<file path="config.mk">
export PLATFORM = sky130hd
export DESIGN_NAME = lod_seg_locate
export DESIGN_NICKNAME = d
export VERILOG_FILES = /design/src/rtl/lod_pkg.sv /design/src/rtl/lod_recip_div.sv /design/src/rtl/lod_seg_locate.sv
export SDC_FILE = /design/constraint.sdc
export NUM_CORES = 1
export LEC_CHECK = 0
export BUFFER_PORTS_ARGS = -buffer_cell sky130_fd_sc_hd__buf_2
export CAP_MARGIN = 20
export CORE_MARGIN = 10
export CORE_UTILIZATION = 57
export DETAILED_ROUTE_END_ITERATION = 8
export PLACE_DENSITY = 0.75
export SLEW_MARGIN = 30
export SYNTH_ARGS = -nofsm -noshare
export SYNTH_HDL_FRONTEND = slang
export SYNTH_SLANG_ARGS = --single-unit
export TNS_END_PERCENT = 5
</file>
<file path="constraint.sdc">
create_clock -name CLK -period 21.4 [get_ports CLK]
set_clock_uncertainty 0.05 [all_clocks]
set_input_delay 4.28 -clock CLK [delete_from_list [all_inputs] [get_ports CLK]]
set_output_delay 4.28 -clock CLK [all_outputs]
set_load 0.02 [all_outputs]
</file>
<file path="src/rtl/lod_pkg.sv">
// lod_pkg: shared state type, widths and segment-offset helper for lod_seg_locate.
package lod_pkg;
    typedef enum logic [1:0] {IDLE, SEARCH, DIV, OUT} state_t;
    localparam int POS_W     = 10;
    localparam int VAL_W     = 8;
    localparam int GAIN_W    = 12;
    localparam int RECIP_NUM = 4096;
    localparam int DIV_CYC   = 13;
    // Below the table clamps to 0, past the last node clamps to W-1, empty segment gives 0.
    function automatic logic [POS_W-1:0] seg_offset(input logic [POS_W-1:0] x, lo, hi, input logic last);
        seg_offset = (hi == lo || x < lo) ? '0 : (last && x >= hi) ? hi - lo - POS_W'(1) : x - lo;
    endfunction
endpackage

</file>
<file path="src/rtl/lod_recip_div.sv">
// lod_recip_div: restoring divider, q = floor(RECIP_NUM / w), one quotient bit per cycle.
// The first bit is produced on the start edge, so done pulses DIV_CYC-1 edges later.
module lod_recip_div
    import lod_pkg::*;
(
    input  logic               CLK,
    input  logic               RSTB,
    input  logic               start_i,
    input  logic [POS_W-1:0]   w_i,
    output logic               done_o,
    output logic [DIV_CYC-1:0] q_o
);
    localparam logic [DIV_CYC-1:0] NUM = DIV_CYC'(RECIP_NUM);
    logic [POS_W-1:0] w_q, rem_q, w, r;
    logic [POS_W:0] t;
    logic [DIV_CYC-1:0] num_q;
    logic [3:0] cnt_q;
    logic busy_q, ge;
    always_comb begin
        w  = start_i ? w_i : w_q;
        r  = start_i ? '0 : rem_q;
        t  = {r, start_i ? NUM[DIV_CYC-1] : num_q[DIV_CYC-1]};
        ge = t >= {1'b0, w};
    end
    always_ff @(posedge CLK or negedge RSTB) begin
        if (!RSTB) begin
            w_q    <= '0;
            rem_q  <= '0;
            num_q  <= '0;
            cnt_q  <= '0;
            busy_q <= 1'b0;
            done_o <= 1'b0;
            q_o    <= '0;
        end else begin
            done_o <= busy_q && cnt_q == 4'(DIV_CYC - 1);
            if (start_i || busy_q) begin
                w_q    <= w;
                rem_q  <= ge ? POS_W'(t - {1'b0, w}) : POS_W'(t);
                q_o    <= start_i ? {{(DIV_CYC-1){1'b0}}, ge} : {q_o[DIV_CYC-2:0], ge};
                num_q  <= (start_i ? NUM : num_q) << 1;
                cnt_q  <= start_i ? 4'd1 : cnt_q + 4'd1;
                busy_q <= start_i || cnt_q != 4'(DIV_CYC - 1);
            end
        end
    end
endmodule

</file>
<file path="src/rtl/lod_seg_locate.sv">
// lod_seg_locate: linear-scan segment finder with reciprocal gain for the LOD XY interpolator.
// Define LOD_SEG_REUSE_EN to cache the last segment and bypass SEARCH/DIV on a hit.
module lod_seg_locate
    import lod_pkg::*;
#(
    parameter int NODE_NUM = 9,
    parameter int TBL_AW   = 4
) (
    input  logic              CLK,
    input  logic              RSTB,
    input  logic              TBL_WE,
    input  logic [TBL_AW-1:0] TBL_ADDR,
    input  logic [POS_W-1:0]  TBL_POS,
    input  logic [VAL_W-1:0]  TBL_VAL,
    input  logic              IN_VALID,
    output logic              IN_READY,
    input  logic [POS_W-1:0]  IN_X,
    output logic              OUT_VALID,
    input  logic              OUT_READY,
    output logic [POS_W-1:0]  CURRENT,
    output logic [GAIN_W-1:0] GAIN,
    output logic [VAL_W-1:0]  LEFT_VALUE,
    output logic [VAL_W-1:0]  RIGHT_VALUE,
    output logic              BUSY
);
    localparam logic [TBL_AW-1:0] LAST_SEG = TBL_AW'(NODE_NUM - 2);
    state_t state_q;
    logic [POS_W-1:0] x_q, lo, hi, w, cur;
    logic [POS_W-1:0] pos_q [NODE_NUM];
    logic [VAL_W-1:0] val_q [NODE_NUM];
    logic [TBL_AW-1:0] i_q, i_nx;
    logic [GAIN_W-1:0] gain_nx;
    logic [DIV_CYC-1:0] q;
    logic last, found, wr_ok, hit, div_start, div_done, load;

    assign IN_READY  = state_q == IDLE;
    assign OUT_VALID = state_q == OUT;
    assign BUSY      = state_q != IDLE;

    always_comb begin
        i_nx      = i_q + TBL_AW'(1);
        lo        = pos_q[i_q];
        hi        = pos_q[i_nx];
        w         = hi - lo;
        last      = i_q == LAST_SEG;
        found     = hi > x_q || last;
        cur       = seg_offset(x_q, lo, hi, last);
        gain_nx   = (w == '0) ? '0 : GAIN_W'(q - DIV_CYC'(1));
        wr_ok     = TBL_WE && state_q == IDLE && {1'b0, TBL_ADDR} < (TBL_AW + 1)'(NODE_NUM);
        div_start = state_q == SEARCH && found && w != '0;
        load      = (state_q == SEARCH && found && w == '0) || (state_q == DIV && div_done);
    end

    lod_recip_div u_div (
        .CLK     (CLK),
        .RSTB    (RSTB),
        .start_i (div_start),
        .w_i     (w),
        .done_o  (div_done),
        .q_o     (q)
    );

`ifdef LOD_SEG_REUSE_EN
    logic c_valid_q;
    logic [TBL_AW-1:0] c_i_q;
    logic [POS_W-1:0] c_lo_q, c_hi_q;
    logic [GAIN_W-1:0] c_gain_q;
    logic [VAL_W-1:0] c_lv_q, c_rv_q;
    // A write in the handshake cycle already invalidates the cache for that job.
    assign hit = c_valid_q && !wr_ok && c_lo_q <= IN_X && IN_X < c_hi_q;
    always_ff @(posedge CLK or negedge RSTB) begin
        if (!RSTB) begin
            c_valid_q <= 1'b0;
            c_i_q     <= '0;
            c_lo_q    <= '0;
            c_hi_q    <= '0;
            c_gain_q  <= '0;
            c_lv_q    <= '0;
            c_rv_q    <= '0;
        end else if (wr_ok) begin
            c_valid_q <= 1'b0;
        end else if (load) begin
            c_valid_q <= 1'b1;
            c_i_q     <= i_q;
            c_lo_q    <= lo;
            c_hi_q    <= hi;
            c_gain_q  <= gain_nx;
            c_lv_q    <= val_q[i_q];
            c_rv_q    <= val_q[i_nx];
        end
    end
`else
    assign hit = 1'b0;
`endif

    always_ff @(posedge CLK or negedge RSTB) begin
        if (!RSTB) begin
            state_q     <= IDLE;
            x_q         <= '0;
            i_q         <= '0;
            CURRENT     <= '0;
            GAIN        <= '0;
            LEFT_VALUE  <= '0;
            RIGHT_VALUE <= '0;
            for (int k = 0; k < NODE_NUM; k++) begin
                pos_q[k] <= '0;
                val_q[k] <= '0;
            end
        end else begin
            if (wr_ok) begin
                pos_q[TBL_ADDR] <= TBL_POS;
                val_q[TBL_ADDR] <= TBL_VAL;
            end
            case (state_q)
                IDLE: if (IN_VALID) begin
                    x_q     <= IN_X;
                    i_q     <= '0;
                    state_q <= hit ? OUT : SEARCH;
`ifdef LOD_SEG_REUSE_EN
                    if (hit) begin
                        i_q         <= c_i_q;
                        CURRENT     <= IN_X - c_lo_q;
                        GAIN        <= c_gain_q;
                        LEFT_VALUE  <= c_lv_q;
                        RIGHT_VALUE <= c_rv_q;
                    end
`endif
                end
                SEARCH: if (!found) i_q <= i_nx; else if (w != '0) state_q <= DIV;
                OUT: if (OUT_READY) state_q <= IDLE;
                default: ;
            endcase
            if (load) begin
                state_q     <= OUT;
                CURRENT     <= cur;
                GAIN        <= gain_nx;
                LEFT_VALUE  <= val_q[i_q];
                RIGHT_VALUE <= val_q[i_nx];
            end
        end
    end
endmodule

</file>
==> results of run 1 <==
-- sequential cells by signal, indices dropped and copies added, names as in the netlist --
register / count
CURRENT: 10
GAIN: 12
LEFT_VALUE: 8
RIGHT_VALUE: 8
i_q: 4
pos_q: 90
state_q: 2
u_div.busy_q: 1
u_div.cnt_q: 4
u_div.done_o: 1
u_div.q_o: 12
u_div.rem_q: 10
u_div.w_q: 10
val_q: 72
x_q: 10
-- kinds of logic (layout without fill, tap and decap cells) --
group,count (synthesis),after routing,synth area share (%)
AOI/OAI and AO/OA,231,231,10.07
xor gates and xnor gates,36,36,2.351
adders and majority gates,51,51,4.581
buffers and inverters,117,197,3.219
DFF,254,254,44.08
muxes,275,275,26.61
other,0,2,0
and+or+nand+nor,285,285,9.085
-- Yosys cell counts (all sizes together), types with 17 or more instances --
cell	count	area (um2)
a21oi	99	499.2
buf	25	118.9
clkbuf	42	157.7
dfrtp	254	6356
ha	48	600.6
inv	49	183.9
mux2	177	1993
mux2i	29	290.3
mux4	69	1554
nand2	123	461.7
nand3	17	85.08
nor2	65	244.0
o21ai	48	240.2
xnor2	24	217.7
-- metal layers --
| metal | vias to the layer above | global-route usage [%] |
|---|---|---|
| li1 | 4665 | - |
| met1 | 5128 | 30.41 |
| met2 | 338 | 35.62 |
| met3 | 50 | 4.570 |
| met4 | 2 | 5.959 |
| met5 | - | 0 |
-- layout make-up --
class	count	share of cell area, %
flip-flops and latches	254	39.55
well taps	330	2.567
inverters	50	1.167
diodes	2	0.03111
clock buffers	38	5.094
clock inverters	12	0.4356
multi-input cells	878	47.62
repair buffers	97	3.539
-- worst max-delay path: cells and delay by family (launching register included) --
family	cells	cell delay (ns)
and+or+nand+nor	10	3.07
AOI/OAI and AO/OA	9	2.50
adders and majority gates	3	1.31
buffers and inverters	4	1.17
xor gates and xnor gates	1	0.47
DFF	1	0.34
-- per-stage QoR --
step | utilization [%] | worst slack (ns) | total power, mW
floorplan | - | 14.12 | 2.097
global placement | 60.49 | 12.77 | 2.431
detailed placement | 60.56 | 12.51 | 2.482
CTS | 64.11 | 12.43 | 2.958
global route | 64.24 | 11.71 | 3.195
finish | 64.25 | 12.36 | 2.969
-- power groups by stage --
stage / Combinational [mW] / Clock, mW / Sequential [mW]
2_1_floorplan: 1.28 / 0 / 0.816
3_3_place_gp: 1.59 / 0 / 0.837
3_5_place_dp: 1.63 / 0 / 0.849
4_1_cts: 1.65 / 0.468 / 0.844
5_1_grt: 1.83 / 0.489 / 0.872
6_report: 1.66 / 0.460 / 0.847
-- final timing paths --
| check | cells after the start | to | slack [ns] |
|---|---|---|---|
| min in group asynchronous | 1 | CURRENT[2]$_DFFE_PN0P_ | 3.54 |
| max in group asynchronous | 3 | val_q[50]$_DFFE_PN0P_ | 15.96 |
| min | 2 | GAIN[6]$_DFFE_PN0P_ | 0.42 |
| max reg2reg | 27 | u_div.rem_q[7]$_DFFE_PN0P_ | 12.36 |
| min reg2reg | 2 | GAIN[6]$_DFFE_PN0P_ | 0.42 |
| max | 27 | u_div.rem_q[7]$_DFFE_PN0P_ | 12.36 |
==> flow_results.xml, run 1 <==
<?xml version="1.0" encoding="UTF-8"?>
<metrics>
  <group name="synthesis">
    <metric name="share_of_async_settable_or_async_resettable_flops_after_synthesis" unit="%">100.0</metric>
    <metric name="syn-mean-instance-area" unit="um2">11.55</metric>
    <metric name="synth-seq-area-share" unit="%">44.08</metric>
    <metric name="synthesis.nets" unit="">1337</metric>
    <metric name="post_synth_num_cell_types" unit="">73</metric>
    <metric name="yosys_register_bits" unit="">254</metric>
    <metric name="post_synth_instance_area" unit="um2">14420</metric>
    <metric name="yosys_most_used_dff" unit="">sky130_fd_sc_hd__dfrtp_1</metric>
    <metric name="synth-edff-count" unit="">0</metric>
    <metric name="warnings_synthesis" unit="">0</metric>
    <metric name="post_synth_inst_count" unit="">1249</metric>
  </group>
  <group name="pwr">
    <metric name="p_leak" unit="nW">7.344</metric>
    <metric name="power_density" unit="nW/um2">184.6</metric>
    <metric name="power.switching_fraction" unit="%">42.36</metric>
    <metric name="internal_power" unit="mW">1.712</metric>
    <metric name="total_switching_power" unit="mW">1.258</metric>
    <metric name="ir_worst_vdd" unit="mV">0.1555</metric>
    <metric name="clkPwrFrac" unit="%">15.5</metric>
    <metric name="seq_power_share" unit="%">28.5</metric>
    <metric name="share_comb_of_total_power" unit="%">56.0</metric>
  </group>
  <group name="sta">
    <metric name="finalWorstPathRequiredPeriod" unit="ns">9.037</metric>
    <metric name="worst_slack_on_hold_paths" unit="ns">0.4202</metric>
    <metric name="clock.fmax" unit="MHz">110.7</metric>
    <metric name="worst_pin_slew" unit="ns">0.9537</metric>
    <metric name="slew_viol_final" unit="">0</metric>
    <metric name="max_slew_margin" unit="%">36.42</metric>
    <metric name="setup_violations_final" unit="">0</metric>
    <metric name="grt_setup_unrepaired" unit="">false</metric>
    <metric name="report.final.hold_viol_count" unit="">0</metric>
    <metric name="setup_tns" unit="ns">0</metric>
    <metric name="min_period_over_period" unit="%">42.23</metric>
  </group>
  <group name="setup_path">
    <metric name="setup.worst_path.class" unit="">reg2reg</metric>
    <metric name="cp-startpoint" unit="">i_q[1]$_DFFE_PN0P_</metric>
    <metric name="timing.critical_path.from_type" unit="">flip-flop</metric>
    <metric name="cpMostUsedCell" unit="">sky130_fd_sc_hd__ha_1</metric>
    <metric name="end_kind" unit="">flip-flop</metric>
    <metric name="critPathArrivalTime" unit="ns">9.42</metric>
    <metric name="cp_data_required_time" unit="ns">21.79</metric>
    <metric name="crit_path_max_fanout" unit="">40</metric>
    <metric name="critPathMaxStageDelay" unit="ns">0.70</metric>
    <metric name="critical-path-slowest-cell" unit="">sky130_fd_sc_hd__and3_1</metric>
    <metric name="rr_startpoint" unit="">i_q[1]$_DFFE_PN0P_</metric>
  </group>
  <group name="die">
    <metric name="floorplan.rows" unit="">58</metric>
    <metric name="ioPinCount" unit="">78</metric>
    <metric name="die_width" unit="um">179.1</metric>
    <metric name="core_area" unit="um2">25040</metric>
    <metric name="die-height" unit="um">179.1</metric>
    <metric name="die_area" unit="um2">32060</metric>
    <metric name="initial_core_util" unit="%">57.60</metric>
  </group>
  <group name="final_layout">
    <metric name="area_of_combinational_cells_with_multiple_inputs" unit="um2">7660</metric>
    <metric name="instances_no_fill" unit="">1661</metric>
    <metric name="final.fill_count" unit="">1917</metric>
    <metric name="final_layout_size_suffix_gt1_share" unit="%">31.00</metric>
    <metric name="commonest_non_fill_non_tap_cells_in_the_layout" unit="">sky130_fd_sc_hd__dfrtp_1 (251), sky130_fd_sc_hd__mux2_2 (177), sky130_fd_sc_hd__nand2_1 (122)</metric>
    <metric name="syn2layout_area_growth" unit="%">11.56</metric>
    <metric name="post-route-cell-area" unit="um2">16090</metric>
    <metric name="seq_area" unit="um2">6362</metric>
    <metric name="layout_commonest_cell" unit="">sky130_fd_sc_hd__dfrtp_1</metric>
    <metric name="nets" unit="">1397</metric>
  </group>
  <group name="cts">
    <metric name="cts.hold.buffers_added" unit="">0</metric>
    <metric name="cts_resized" unit="">0</metric>
    <metric name="htreeDepth" unit="">1</metric>
    <metric name="cts-buffers-inserted" unit="">28</metric>
    <metric name="cts_buffer_depth" unit="">3</metric>
    <metric name="tritoncts" unit="">built</metric>
    <metric name="cts-root-buf" unit="">sky130_fd_sc_hd__clkbuf_16</metric>
    <metric name="cts.reportedPaths.clkPinSlew" unit="ns">0.06</metric>
    <metric name="clock_latency" unit="ns">0.54</metric>
    <metric name="clock-sinks" unit="">254</metric>
    <metric name="post-cts-setup-buffers" unit="">0</metric>
  </group>
  <group name="detailed_routing">
    <metric name="totalWireLength" unit="um">35390</metric>
    <metric name="ant_nets" unit="">0</metric>
    <metric name="drt-pass1-iter-count" unit="">5</metric>
    <metric name="route.detailed.wl_per_inst" unit="um">21.31</metric>
    <metric name="met1Wirelength" unit="um">15310</metric>
    <metric name="wl_met2" unit="um">16710</metric>
    <metric name="top_signal_layer_used" unit="">met5</metric>
    <metric name="avgViaCountPerCell" unit="">6.131</metric>
    <metric name="drt-initial-drc-count" unit="">919</metric>
    <metric name="route.detailed.drc" unit="">0</metric>
    <metric name="num_vias" unit="">10183</metric>
    <metric name="met3_length" unit="um">2596</metric>
  </group>
  <group name="grt">
    <metric name="grt_start_max_net_pins" unit="">115</metric>
    <metric name="vias_in_the_first_global_route" unit="">10396</metric>
    <metric name="grt_antenna_before_repair" unit="">3</metric>
    <metric name="grt_pass1_wl" unit="um">57130</metric>
    <metric name="gr_util_all_layers" unit="%">22.28</metric>
    <metric name="grt_overflow" unit="">0</metric>
  </group>
  <group name="worst_hold_path">
    <metric name="timing.hold.worst.start" unit="">GAIN[6]$_DFFE_PN0P_</metric>
    <metric name="min-delay-path-class" unit="">reg2reg</metric>
  </group>
  <group name="placed_design">
    <metric name="placed_cells" unit="">1608</metric>
    <metric name="place.port_buffers" unit="">77</metric>
    <metric name="dp.final_hpwl" unit="um">23200</metric>
    <metric name="routabilityCongestion" unit="">0.8886</metric>
    <metric name="post_dp_cell_area" unit="um2">15160</metric>
  </group>
  <group name="flow_run">
    <metric name="max_cap_violations" unit="">0</metric>
  </group>
  <group name="status">
    <metric name="run_status" unit="">finished, final reports clean</metric>
  </group>
</metrics>
No activity file was read; power rests on OpenSTA's default activity.
==> inputs of run 2 (changes only) <==
--- a/config.mk
+++ b/config.mk
@@ -5,6 +5,7 @@
 export SDC_FILE = /design/constraint.sdc
 export NUM_CORES = 1
 export LEC_CHECK = 0
+export ABC_AREA = 1
 export BUFFER_PORTS_ARGS = -buffer_cell sky130_fd_sc_hd__buf_2
 export CAP_MARGIN = 20
 export CORE_MARGIN = 10
==> constraint.sdc (replaced) <==
create_clock -name CLK -period 8.8 [get_ports CLK]
set_clock_uncertainty 0.05 [all_clocks]
set_input_delay 1.76 -clock CLK [delete_from_list [all_inputs] [get_ports CLK]]
set_output_delay 1.76 -clock CLK [all_outputs]
set_load 0.02 [all_outputs]
==> run 2 against run 1 <==
Against the previous run:
- design area is 0.16% lower
- final cell count is 36% higher
- sequential cell count unchanged
- synthesized cell count grew 51%
- clock-buffer cell count did not move
- utilization shrank 0.29 points
- power up 140%
- worst hold slack better by 0.0043 ns
- sequential share of layout area barely moved
- area after synthesis increased by 0.43%
- largest cell class unchanged
- largest power group unchanged
==> flow_results.xml, run 2 <==
<?xml version="1.0" encoding="UTF-8"?>
<metrics>
  <group name="status">
    <metric name="run_status" unit="">finished, final reports clean</metric>
  </group>
  <group name="synthesis">
    <metric name="synth_simple_gate_area_share" unit="%">18.92</metric>
    <metric name="post_synth_instance_area" unit="um2">14480</metric>
    <metric name="post_synth_num_cell_types" unit="">45</metric>
    <metric name="syn-mean-instance-area" unit="um2">7.670</metric>
    <metric name="synth_top_family_by_area" unit="">compound AO/OA/AOI/OAI gates</metric>
    <metric name="post_synth_most_frequent_cells" unit="">sky130_fd_sc_hd__nand2_1 (368), sky130_fd_sc_hd__o21ai_0 (332), sky130_fd_sc_hd__dfrtp_1 (254)</metric>
    <metric name="share_of_async_settable_or_async_resettable_flops_after_synthesis" unit="%">100.0</metric>
    <metric name="synth.largest_area_cell" unit="">sky130_fd_sc_hd__dfrtp_1</metric>
    <metric name="synth_most_common_cell" unit="">sky130_fd_sc_hd__nand2_1</metric>
    <metric name="synthTopCellsByArea" unit="">sky130_fd_sc_hd__dfrtp_1 (44%), sky130_fd_sc_hd__o21ai_0 (11%), sky130_fd_sc_hd__nand2_1 (9.5%), sky130_fd_sc_hd__inv_1 (5.4%), sky130_fd_sc_hd__nand3_1 (5.2%)</metric>
    <metric name="synth_compound_area_share" unit="%">21.32</metric>
    <metric name="post_synth_fa_ha_maj_area_fraction" unit="%">4.562</metric>
    <metric name="synthesis.nets" unit="">1976</metric>
    <metric name="synth-seq-area-share" unit="%">43.89</metric>
    <metric name="yosys.area_share.xor_xnor" unit="%">1.927</metric>
    <metric name="post_synth_inst_count" unit="">1888</metric>
    <metric name="warnings_synthesis" unit="">0</metric>
    <metric name="synth-edff-count" unit="">0</metric>
    <metric name="yosys_register_bits" unit="">254</metric>
    <metric name="synthMuxAreaShare" unit="%">0.6998</metric>
    <metric name="synth_top_area_share" unit="%">43.89</metric>
    <metric name="yosys_most_used_dff" unit="">sky130_fd_sc_hd__dfrtp_1</metric>
  </group>
  <group name="sta">
    <metric name="setup_tns" unit="ns">0</metric>
    <metric name="report.final.hold_viol_count" unit="">0</metric>
    <metric name="worst_pin_slew" unit="ns">0.9976</metric>
    <metric name="max_slew_margin" unit="%">33.42</metric>
    <metric name="clock.fmax" unit="MHz">138.5</metric>
    <metric name="slew_viol_final" unit="">0</metric>
    <metric name="setup_violations_final" unit="">0</metric>
    <metric name="min_period_over_period" unit="%">82.08</metric>
    <metric name="grt_setup_unrepaired" unit="">false</metric>
    <metric name="finalWorstPathRequiredPeriod" unit="ns">7.223</metric>
  </group>
  <group name="detailed_routing">
    <metric name="drt-pass1-iter-count" unit="">8</metric>
    <metric name="avgViaCountPerCell" unit="">5.814</metric>
    <metric name="totalWireLength" unit="um">39150</metric>
    <metric name="route.detailed.wl_per_inst" unit="um">17.30</metric>
    <metric name="ant_nets" unit="">0</metric>
    <metric name="route.detailed.drc" unit="">0</metric>
    <metric name="num_vias" unit="">13156</metric>
    <metric name="drt-initial-drc-count" unit="">1399</metric>
  </group>
  <group name="grt">
    <metric name="grt_overflow" unit="">0</metric>
    <metric name="top_usage_layer" unit="">met2</metric>
    <metric name="use_met3" unit="%">2.850</metric>
    <metric name="grt_antenna_before_repair" unit="">0</metric>
    <metric name="global_route.usage.met2" unit="%">38.31</metric>
    <metric name="gr_util_all_layers" unit="%">24.36</metric>
    <metric name="grt_pass1_wl" unit="um">64490</metric>
    <metric name="vias_in_the_first_global_route" unit="">12672</metric>
    <metric name="grt_start_max_net_pins" unit="">122</metric>
    <metric name="use_met1" unit="%">33.51</metric>
  </group>
  <group name="setup_path">
    <metric name="rr_startpoint" unit="">i_q[0]$_DFFE_PN0P_</metric>
    <metric name="crit_path_max_fanout" unit="">60</metric>
    <metric name="timing.critical_path.from_type" unit="">flip-flop</metric>
    <metric name="critical-path-slowest-cell" unit="">sky130_fd_sc_hd__dfrtp_4</metric>
    <metric name="critical-path-top-delay-family" unit="">simple AND/OR/NAND/NOR gates</metric>
    <metric name="critPathArrivalTime" unit="ns">7.66</metric>
    <metric name="critPathMaxStageDelay" unit="ns">0.81</metric>
    <metric name="cp_data_required_time" unit="ns">9.24</metric>
    <metric name="reg2reg_setup_slack" unit="ns">1.58</metric>
    <metric name="setup.worst_path.class" unit="">reg2reg</metric>
    <metric name="critical_path_buf_inv_count" unit="">4</metric>
    <metric name="end_kind" unit="">flip-flop</metric>
    <metric name="cp-startpoint" unit="">i_q[0]$_DFFE_PN0P_</metric>
    <metric name="cpMostUsedCell" unit="">sky130_fd_sc_hd__nand2_1</metric>
  </group>
  <group name="pwr">
    <metric name="p_leak" unit="nW">7.539</metric>
    <metric name="ir_worst_vdd" unit="mV">0.2427</metric>
    <metric name="power_density" unit="nW/um2">445.2</metric>
  </group>
  <group name="die">
    <metric name="die-height" unit="um">179.4</metric>
    <metric name="initial_core_util" unit="%">57.67</metric>
    <metric name="die_area" unit="um2">32180</metric>
    <metric name="die_width" unit="um">179.4</metric>
    <metric name="floorplan.rows" unit="">58</metric>
    <metric name="ioPinCount" unit="">78</metric>
    <metric name="core_area" unit="um2">25110</metric>
  </group>
  <group name="cts">
    <metric name="cts.hold.buffers_added" unit="">0</metric>
    <metric name="cts-root-buf" unit="">sky130_fd_sc_hd__clkbuf_16</metric>
    <metric name="htreeDepth" unit="">1</metric>
    <metric name="clock-sinks" unit="">254</metric>
    <metric name="cts_buffer_depth" unit="">3</metric>
    <metric name="post-cts-setup-buffers" unit="">0</metric>
    <metric name="cts_resized" unit="">0</metric>
    <metric name="tritoncts" unit="">built</metric>
    <metric name="clock_latency" unit="ns">0.55</metric>
    <metric name="cts.reportedPaths.clkPinSlew" unit="ns">0.07</metric>
    <metric name="cts-buffers-inserted" unit="">27</metric>
  </group>
  <group name="final_layout">
    <metric name="registers.top_by_ff_count" unit="">pos_q</metric>
    <metric name="final_layout_size_suffix_gt1_share" unit="%">9.933</metric>
    <metric name="syn2layout_area_growth" unit="%">10.90</metric>
    <metric name="largest_register_ff_count" unit="">90</metric>
    <metric name="area_of_combinational_cells_with_multiple_inputs" unit="um2">6889</metric>
    <metric name="commonest_non_fill_non_tap_cells_in_the_layout" unit="">sky130_fd_sc_hd__nand2_1 (368), sky130_fd_sc_hd__o21ai_0 (332), sky130_fd_sc_hd__dfrtp_1 (253)</metric>
    <metric name="largestRegisters" unit="">pos_q x90, val_q x72</metric>
    <metric name="final.fill_count" unit="">2209</metric>
    <metric name="seq_area" unit="um2">6360</metric>
    <metric name="nets" unit="">2001</metric>
    <metric name="num_antenna_cells" unit="">0</metric>
    <metric name="final_core_utilization" unit="%">63.96</metric>
    <metric name="layout_commonest_cell" unit="">sky130_fd_sc_hd__nand2_1</metric>
  </group>
  <group name="worst_hold_path">
    <metric name="timing.hold.worst.start" unit="">GAIN[10]$_DFFE_PN0P_</metric>
    <metric name="min-delay-path-class" unit="">reg2reg</metric>
  </group>
  <group name="placed_design">
    <metric name="place.port_buffers" unit="">77</metric>
    <metric name="dp.final_hpwl" unit="um">25460</metric>
    <metric name="routabilityCongestion" unit="">0.9422</metric>
  </group>
  <group name="flow_run">
    <metric name="max_cap_violations" unit="">0</metric>
  </group>
</metrics>
-- run 2: cell families after synthesis --
| group | after synthesis |
|---|---|
| AO/OA/AOI/OAI | 573 |
| buffers and inverters | 325 |
| multiplexers | 9 |
| AND/OR/NAND/NOR | 645 |
| XOR/XNOR | 31 |
| adder cells (fa/ha/maj) | 51 |
| flip-flops | 254 |
-- run 2: final timing paths --
path | end | cells after the start
worst max-delay path | u_div.rem_q[8]$_DFFE_PN0P_ | 31
min in group asynchronous | LEFT_VALUE[4]$_DFFE_PN0P_ | 1
worst min-delay path | GAIN[10]$_DFFE_PN0P_ | 2
worst max register to register | u_div.rem_q[8]$_DFFE_PN0P_ | 31
max in group asynchronous | x_q[2]$_DFFE_PN0P_ | 2
worst min register to register | GAIN[10]$_DFFE_PN0P_ | 2
-- run 2: stage by stage --
| step | hold slack (ns) | power (mW) | setup slack [ns] | std cells | cell area [um2] |
|---|---|---|---|---|---|
| after global placement | 0.4124 | 5.748 | 1.895 | 2212 | 15050 |
| after floorplan | 0.3988 | 4.927 | 3.191 | 1888 | 14480 |
| after CTS | 0.4289 | 7.103 | 1.609 | 2261 | 16010 |
| after detailed placement | 0.4144 | 5.859 | 1.691 | 2212 | 15050 |
| final | 0.4245 | 7.151 | 1.577 | 2263 | 16060 |
| after global routing | 0.4456 | 7.874 | 0.8887 | 2263 | 16060 |
-- run 2: layout make-up --
type                       count  area share, %
inverter                     219          5.126
timing repair buffer         102          3.856
sequential                   254          39.60
multi-input combinational   1309          42.90
tap                          330          2.571
clock buffer                  38          4.900
clock inverter                11          1.052
-- run 2: routing by layer --
| metal | part of all wire (%) | wire length, um |
|---|---|---|
| met5 | 0 | 0 |
| met4 | 4.1 | 1601 |
| met3 | 7.3 | 2870 |
| met2 | 45 | 17620 |
| met1 | 44 | 17060 |
-- run 2: where the power goes --
group	total [mW]	switching, mW	internal (mW)	leakage, nW
sequential	1.91	0.303	1.60	3.32
clock	1.22	0.483	0.739	0.457
combinational	4.02	2.60	1.42	3.76
total	7.15	3.39	3.76	7.54
-- run 2: worst register-to-register path, delay by kind of cell (launching register included) --
family,cells,cell delay [ns]
and+or+nand+nor,19,2.82
AOI/OAI and AO/OA,4,1.26
adders and majority gates,3,1.25
DFF,1,0.81
buffers and inverters,4,0.81
xor gates and xnor gates,1,0.17
